## src/rtl/rs_age_multi.sv

```systemverilog
// rtl/rs_age_multi.sv - age-ordered multi-class reservation station with wakeup, bypass and rewind
module rs_age_multi #(
    parameter int D_WIDTH   = 3,
    parameter int C_WIDTH   = 3,
    parameter int NUM_CLASS = 2,
    parameter int SIZE      = 16,
    parameter int ROB_SIZE  = 32,
    parameter int TAG_W     = 6,
    localparam int CLS_W    = $clog2(NUM_CLASS),
    localparam int ROB_W    = $clog2(ROB_SIZE),
    localparam int DS_W     = $clog2(D_WIDTH + 1)
) (
    input  logic                       clock,
    input  logic                       reset,
    input  logic [D_WIDTH-1:0]         dispatch_valid,
    input  logic [D_WIDTH*CLS_W-1:0]   dispatch_class,
    input  logic [D_WIDTH*TAG_W-1:0]   dispatch_ps0,
    input  logic [D_WIDTH*TAG_W-1:0]   dispatch_ps1,
    input  logic [D_WIDTH*2-1:0]       dispatch_ready,
    input  logic [D_WIDTH*TAG_W-1:0]   dispatch_pd,
    input  logic [D_WIDTH*ROB_W-1:0]   dispatch_rob_idx,
    output logic [DS_W-1:0]            dispatch_empty_slots,
    input  logic [C_WIDTH-1:0]         complete_valid,
    input  logic [C_WIDTH*TAG_W-1:0]   complete_tag,
    input  logic [ROB_W-1:0]           rob_head,
    input  logic [NUM_CLASS-1:0]       fu_ready,
    output logic [NUM_CLASS-1:0]       issue_valid,
    output logic [NUM_CLASS*TAG_W-1:0] issue_pd,
    output logic [NUM_CLASS*TAG_W-1:0] issue_ps0,
    output logic [NUM_CLASS*TAG_W-1:0] issue_ps1,
    output logic [NUM_CLASS*ROB_W-1:0] issue_rob_idx,
    input  logic                       rewind_valid,
    input  logic [ROB_W-1:0]           rewind_rob_index
);

    localparam int OCC_W = $clog2(SIZE + 1);
    localparam int IDX_W = $clog2(SIZE);

    logic [SIZE-1:0]  ent_valid, ent_rdy0, ent_rdy1;
    logic [CLS_W-1:0] ent_cls [SIZE];
    logic [TAG_W-1:0] ent_ps0 [SIZE];
    logic [TAG_W-1:0] ent_ps1 [SIZE];
    logic [TAG_W-1:0] ent_pd  [SIZE];
    logic [ROB_W-1:0] ent_rob [SIZE];
    logic [ROB_W-1:0] ent_age [SIZE];

    logic [SIZE-1:0]      hit0, hit1, eligible, issue_clr;
    logic [D_WIDTH-1:0]   lane_take, lane_hit0, lane_hit1;
    logic [IDX_W-1:0]     lane_idx [D_WIDTH];
    logic [NUM_CLASS-1:0] sel_found;
    logic [IDX_W-1:0]     sel_idx  [NUM_CLASS];
    logic [OCC_W-1:0]     occ, free_cnt;
    logic [ROB_W-1:0]     rewind_age;

    function automatic logic tag_hit(input logic [TAG_W-1:0] t,
                                     input logic [C_WIDTH-1:0] cv,
                                     input logic [C_WIDTH*TAG_W-1:0] ct);
        logic h;
        h = 1'b0;
        for (int j = 0; j < C_WIDTH; j++)
            if (cv[j] && ct[j*TAG_W +: TAG_W] == t) h = 1'b1;
        return h;
    endfunction

    // Bypass-aware operand readiness and age relative to the ROB head
    always_comb begin
        rewind_age = rewind_rob_index - rob_head;
        for (int i = 0; i < SIZE; i++) begin
            hit0[i]     = tag_hit(ent_ps0[i], complete_valid, complete_tag);
            hit1[i]     = tag_hit(ent_ps1[i], complete_valid, complete_tag);
            eligible[i] = ent_valid[i] & (ent_rdy0[i] | hit0[i]) & (ent_rdy1[i] | hit1[i]);
            ent_age[i]  = ent_rob[i] - rob_head;
        end
    end

    // Free-slot credit from registered occupancy only
    always_comb begin
        occ = '0;
        for (int i = 0; i < SIZE; i++) occ = occ + OCC_W'(ent_valid[i]);
        free_cnt = OCC_W'(SIZE) - occ;
        dispatch_empty_slots = (free_cnt >= OCC_W'(D_WIDTH)) ? DS_W'(D_WIDTH) : DS_W'(free_cnt);
    end

    // Oldest eligible entry per class; strict compare keeps the lower index on a tie
    always_comb begin
        logic [ROB_W-1:0] best_age;
        for (int c = 0; c < NUM_CLASS; c++) begin
            sel_found[c] = 1'b0;
            sel_idx[c]   = '0;
            best_age     = '1;
            for (int i = 0; i < SIZE; i++) begin
                if (eligible[i] && ent_cls[i] == CLS_W'(c) &&
                    (!sel_found[c] || ent_age[i] < best_age)) begin
                    sel_found[c] = 1'b1;
                    sel_idx[c]   = IDX_W'(i);
                    best_age     = ent_age[i];
                end
            end
        end
    end

    // Issue ports, zeroed when idle, and the matching deallocation mask
    always_comb begin
        issue_clr = '0;
        for (int c = 0; c < NUM_CLASS; c++) begin
            issue_valid[c] = sel_found[c] & fu_ready[c] & ~rewind_valid;
            issue_pd[c*TAG_W +: TAG_W]      = issue_valid[c] ? ent_pd[sel_idx[c]]  : '0;
            issue_ps0[c*TAG_W +: TAG_W]     = issue_valid[c] ? ent_ps0[sel_idx[c]] : '0;
            issue_ps1[c*TAG_W +: TAG_W]     = issue_valid[c] ? ent_ps1[sel_idx[c]] : '0;
            issue_rob_idx[c*ROB_W +: ROB_W] = issue_valid[c] ? ent_rob[sel_idx[c]] : '0;
            if (issue_valid[c]) issue_clr[sel_idx[c]] = 1'b1;
        end
    end

    // Lane-ordered allocation into the lowest free entries at the start of the cycle
    always_comb begin
        logic [SIZE-1:0] busy;
        logic            got;
        busy = ent_valid;
        for (int k = 0; k < D_WIDTH; k++) begin
            lane_take[k] = dispatch_valid[k] && (DS_W'(k) < dispatch_empty_slots) && !rewind_valid;
            lane_hit0[k] = tag_hit(dispatch_ps0[k*TAG_W +: TAG_W], complete_valid, complete_tag);
            lane_hit1[k] = tag_hit(dispatch_ps1[k*TAG_W +: TAG_W], complete_valid, complete_tag);
            lane_idx[k]  = '0;
            got          = 1'b0;
            if (lane_take[k]) begin
                for (int i = 0; i < SIZE; i++) begin
                    if (!got && !busy[i]) begin
                        lane_idx[k] = IDX_W'(i);
                        got         = 1'b1;
                    end
                end
                busy[lane_idx[k]] = 1'b1;
            end
        end
    end

    // Entry state: wakeup, issue/rewind invalidation, then dispatch writes into free slots
    always_ff @(posedge clock or posedge reset) begin
        if (reset) begin
            ent_valid <= '0;
            ent_rdy0  <= '0;
            ent_rdy1  <= '0;
            for (int i = 0; i < SIZE; i++) begin
                ent_cls[i] <= '0;
                ent_ps0[i] <= '0;
                ent_ps1[i] <= '0;
                ent_pd[i]  <= '0;
                ent_rob[i] <= '0;
            end
        end else begin
            for (int i = 0; i < SIZE; i++) begin
                ent_rdy0[i] <= ent_rdy0[i] | hit0[i];
                ent_rdy1[i] <= ent_rdy1[i] | hit1[i];
                if (rewind_valid) begin
                    if (ent_age[i] > rewind_age) ent_valid[i] <= 1'b0;
                end else if (issue_clr[i]) begin
                    ent_valid[i] <= 1'b0;
                end
            end
            for (int k = 0; k < D_WIDTH; k++) begin
                if (lane_take[k]) begin
                    ent_valid[lane_idx[k]] <= 1'b1;
                    ent_cls[lane_idx[k]]   <= dispatch_class[k*CLS_W +: CLS_W];
                    ent_ps0[lane_idx[k]]   <= dispatch_ps0[k*TAG_W +: TAG_W];
                    ent_ps1[lane_idx[k]]   <= dispatch_ps1[k*TAG_W +: TAG_W];
                    ent_pd[lane_idx[k]]    <= dispatch_pd[k*TAG_W +: TAG_W];
                    ent_rob[lane_idx[k]]   <= dispatch_rob_idx[k*ROB_W +: ROB_W];
                    ent_rdy0[lane_idx[k]]  <= dispatch_ready[2*k]     | lane_hit0[k];
                    ent_rdy1[lane_idx[k]]  <= dispatch_ready[2*k + 1] | lane_hit1[k];
                end
            end
        end
    end

endmodule

```

## config.mk

```make
export PLATFORM = sky130hd
export DESIGN_NAME = rs_age_multi
export DESIGN_NICKNAME = d
export VERILOG_FILES = /design/src/rtl/rs_age_multi.sv
export SDC_FILE = /design/constraint.sdc
export NUM_CORES = 2
export LEC_CHECK = 0
export CORE_UTILIZATION = 45
export CTS_BUF_LIST = sky130_fd_sc_hd__clkbuf_8
export DETAILED_ROUTE_END_ITERATION = 10
export PLACE_DENSITY = 0.74
export SYNTH_ARGS = -nofsm -noshare
export SYNTH_HDL_FRONTEND = slang
export SYNTH_SLANG_ARGS = --single-unit
```

## constraint.sdc

```tcl
create_clock -name clock -period 30.9 [get_ports clock]
set_input_delay 3.09 -clock clock [delete_from_list [all_inputs] [get_ports clock]]
set_output_delay 3.09 -clock clock [all_outputs]
set_load 0.02 [all_outputs]
```

==> flow_summary.json <==
{
  "ios": 167,
  "synth-seq-cells": 432,
  "setup_viol": 46,
  "ys.flop_type": "dfrtp_1",
  "p_int_mw": 3.05,
  "yosysSeqAreaShare_pct": 20.7,
  "grt_pass1_vias": 55600,
  "drc": 13,
  "vias_per_cell": 6.92,
  "fp.dieArea_um2": 117000,
  "power_switching_share_pct": 50.5,
  "rrSetupSlack_ps": 4350,
  "power_density_nw_per_um2": 94.5,
  "place_hpwl_um": 184000,
  "seq_power_share_pct": 16.1,
  "final_layout_size_suffix_gt1_share_pct": 27.6,
  "syn_area_um2": 52300,
  "violations": "design-rule violations, negative setup slack",
  "vdd_ir_drop_max_uv": 56.4,
  "cts_tree": "done",
  "fin_crit_ps": 31910,
  "status": "finished, violations left",
  "worstPathRequired_ps": 27810,
  "h-tree-depth": 3,
  "critPathSlowestCell": "o31ai_4",
  "io_buffers": 166,
  "clkLatencyLatePin_ps": 790,
  "drt_pass1_iterations": 11,
  "yosys.area.top_type_share_pct": 20.7,
  "synthArstFlopShare_pct": 100,
  "vias": 58600,
  "wl_per_cell_um": 32.5,
  "fin_ws_ps": -1010,
  "clk_pin_slew_ps": 60,
  "clkPwrFrac_pct": 9.9,
  "fp.dieH_um": 343,
  "grt_max_degree": 144,
  "cts_root_buf": "clkbuf_8",
  "ys_types": 113,
  "rsz0062_at_grt": "true",
  "syn_nets": 6848,
  "clock-skew-final_ps": 44.3,
  "leakage_nw": 29.2,
  "p_comb_share_pct": 73.9,
  "grt_pass1_wl_um": 387000,
  "cts_buffers": 84,
  "die_w_um": 343,
  "hold_slack_ps": 724,
  "synth.avg_cell_area_um2": 8.11,
  "post-route-period-util_pct": 103,
  "globalplace.congestion": 1.08,
  "drt_iter0_markers": 8986,
  "start_kind": "input port",
  "worst_pin_slew_ps": 1450,
  "cts_buffer_depth": 3,
  "fin_nets": 7283,
  "fmax_ghz": 0.0313,
  "row_count": 124,
  "cts.sinks": 432,
  "crit_top_cell": "a21o_1",
  "max_slew_margin_pct": 2.73,
  "synth_area_leaders": "dfrtp_1 21%, mux2i_1 9.5%, mux2_2 7.3%, xnor2_1 6.6%, ha_1 6.3%",
  "drt-total-wl_um": 275000,
  "antenna_found_initial": 11,
  "slew_viol_final": 0,
  "start_util_pct": 45.6,
  "area_delta_synth_final_pct": 24.8,
  "hold_class": "reg2reg",
  "cp_max_fo": 8,
  "hold_path_depth": 4,
  "switching_power_mw": 3.11,
  "critical_path_class": "in2out",
  "yosys_warnings": 0,
  "worstPathArrival_ps": 28820,
  "critPathMaxStageDelay_ps": 470,
  "end_kind": "output port",
  "yosysTopAreaCell": "dfrtp_1",
  "core_area_um2": 115000,
  "postCtsHoldBufs": 0,
  "overflow": 0,
  "cap_violations": 0,
  "drtAntennaViolNets": 0,
  "fin_util_pct": 56.9,
  "synth_edf_count": 0,
  "grt_util_all_layers_pct": 44.9,
  "hold_viol": 0,
  "netlist_instances": 6440,
  "power.total_mw": 6.16,
  "reg2reg_depth": 145
}
==> path summary, 6_finish.rpt <==
path / startpoint / endpoint
min in group asynchronous: reset / ent_pd[62]$_DFF_PP0_
worst max-delay path: complete_tag[5] / issue_ps1[4]
worst max register to register: ent_valid[0]$_DFF_PP0_ / ent_valid[3]$_DFF_PP0_
worst min-delay path: ent_cls[2]$_DFF_PP0_ / ent_cls[2]$_DFF_PP0_
max in group asynchronous: reset / ent_cls[10]$_DFF_PP0_
worst min register to register: ent_cls[2]$_DFF_PP0_ / ent_cls[2]$_DFF_PP0_
==> registers in the layout (all words and copies together) (netlist names) <==
| name | flops |
|---|---|
| ent_rob | 80 |
| ent_ps0 | 96 |
| ent_rdy0 | 16 |
| ent_ps1 | 96 |
| ent_valid | 16 |
| ent_rdy1 | 16 |
| ent_cls | 16 |
| ent_pd | 96 |
==> placed cells by master (no fill, tap or decap), drive strengths merged, types with 16 or more instances in the layout <==
cell	Yosys	routed
o21ai	471	471
buf	287	968
clkdlybuf4s50	0	97
nand2	647	647
a21boi	24	24
o211ai	29	29
o22ai	77	77
clkbuf	437	105
dfrtp	432	432
a31oi	20	20
and2	39	39
nor3	42	42
nor2b	42	42
a21o	123	123
and3	32	32
a221oi	18	19
ha	263	263
or4	16	16
nor2	320	320
or3	26	26
xnor2	394	394
o2111ai	23	23
a211oi	50	50
fa	28	28
nand2b	44	44
nand3	52	52
o221ai	83	83
mux2	382	382
nor4	194	194
mux2i	498	498
o21a	31	31
nand3b	18	18
a21oi	348	348
inv	155	182
nand4	215	215
xor2	375	375
==> layout make-up <==
class,instances,area [um^2]
timing repair buffer,1072,9420
antenna,10,25.0
tap,1512,1890
clock inverter,48,270
multi-input combinational,5129,40800
sequential,432,10800
inverter,156,597
fill,10100,49400
clock buffer,100,1380
==> per-layer routing <==
| metal | track usage (%) | up-vias | share of wire, % |
|---|---|---|---|
| li1 | - | 23900 | - |
| met3 | 19.4 | 1583 | 16 |
| met5 | 0 | - | 0.099 |
| met4 | 31.3 | 16 | 9.0 |
| met2 | 61.6 | 5186 | 38 |
| met1 | 56.1 | 27900 | 36 |
==> synthesized netlist by cell type, drive strengths merged, types with 50 or more instances <==
| cell | number |
|---|---|
| nor2 | 320 |
| a21o | 123 |
| a21oi | 348 |
| o22ai | 77 |
| nand2 | 647 |
| nand3 | 52 |
| buf | 287 |
| ha | 263 |
| o221ai | 83 |
| a211oi | 50 |
| xnor2 | 394 |
| nor4 | 194 |
| o21ai | 471 |
| mux2 | 382 |
| mux2i | 498 |
| dfrtp | 432 |
| inv | 155 |
| xor2 | 375 |
| nand4 | 215 |
| clkbuf | 437 |
==> logic make-up after synthesis <==
logic type                 Yosys count  share of synthesized area (%)
buffers and inverters              880                           7.09
muxes                              880                           17.8
DFF                                432                           20.7
xor gates and xnor gates           769                           12.9
adders and majority gates          291                           7.37
AOI/OAI and AO/OA                 1437                           17.5
and+or+nand+nor                   1751                           16.7
==> critical path, delay by kind of cell <==
kind	cells	cell delay [ps]
compound gates	75	12360
buf+inv	32	4310
fa+ha+maj	14	3650
simple gates	22	3170
mux	6	1830
xor+xnor	1	350
==> what timing repair did <==
action                     CTS  global route
resized for setup          521           110
cloned                       5             6
setup endpoints to repair   46            46
setup buffers              173            47
pin swaps                  183           101
==> power by group through the flow <==
stage / logic [mW] / registers, mW / clock network [mW]
floorplan: 2.53 / 0.770 / 0
global placement: 3.81 / 0.967 / 0
detailed placement: 3.88 / 0.970 / 0
CTS: 4.22 / 0.969 / 0.603
global route: 4.79 / 0.994 / 0.629
finish: 4.55 / 0.994 / 0.611
==> stage by stage <==
step	area [um^2]	instances	worst slack [ps]	setup TNS (ps)
CTS	64100	8397	-339	-6530
finish	65200	8459	-1010	-33620
detailed placement	59700	8085	-2040	-83090
global route	65200	8453	-2040	-81360
floorplan	53400	6440	9.16	0
global placement	59700	8085	-1710	-64160
No activity file was read; power rests on OpenSTA's default activity.
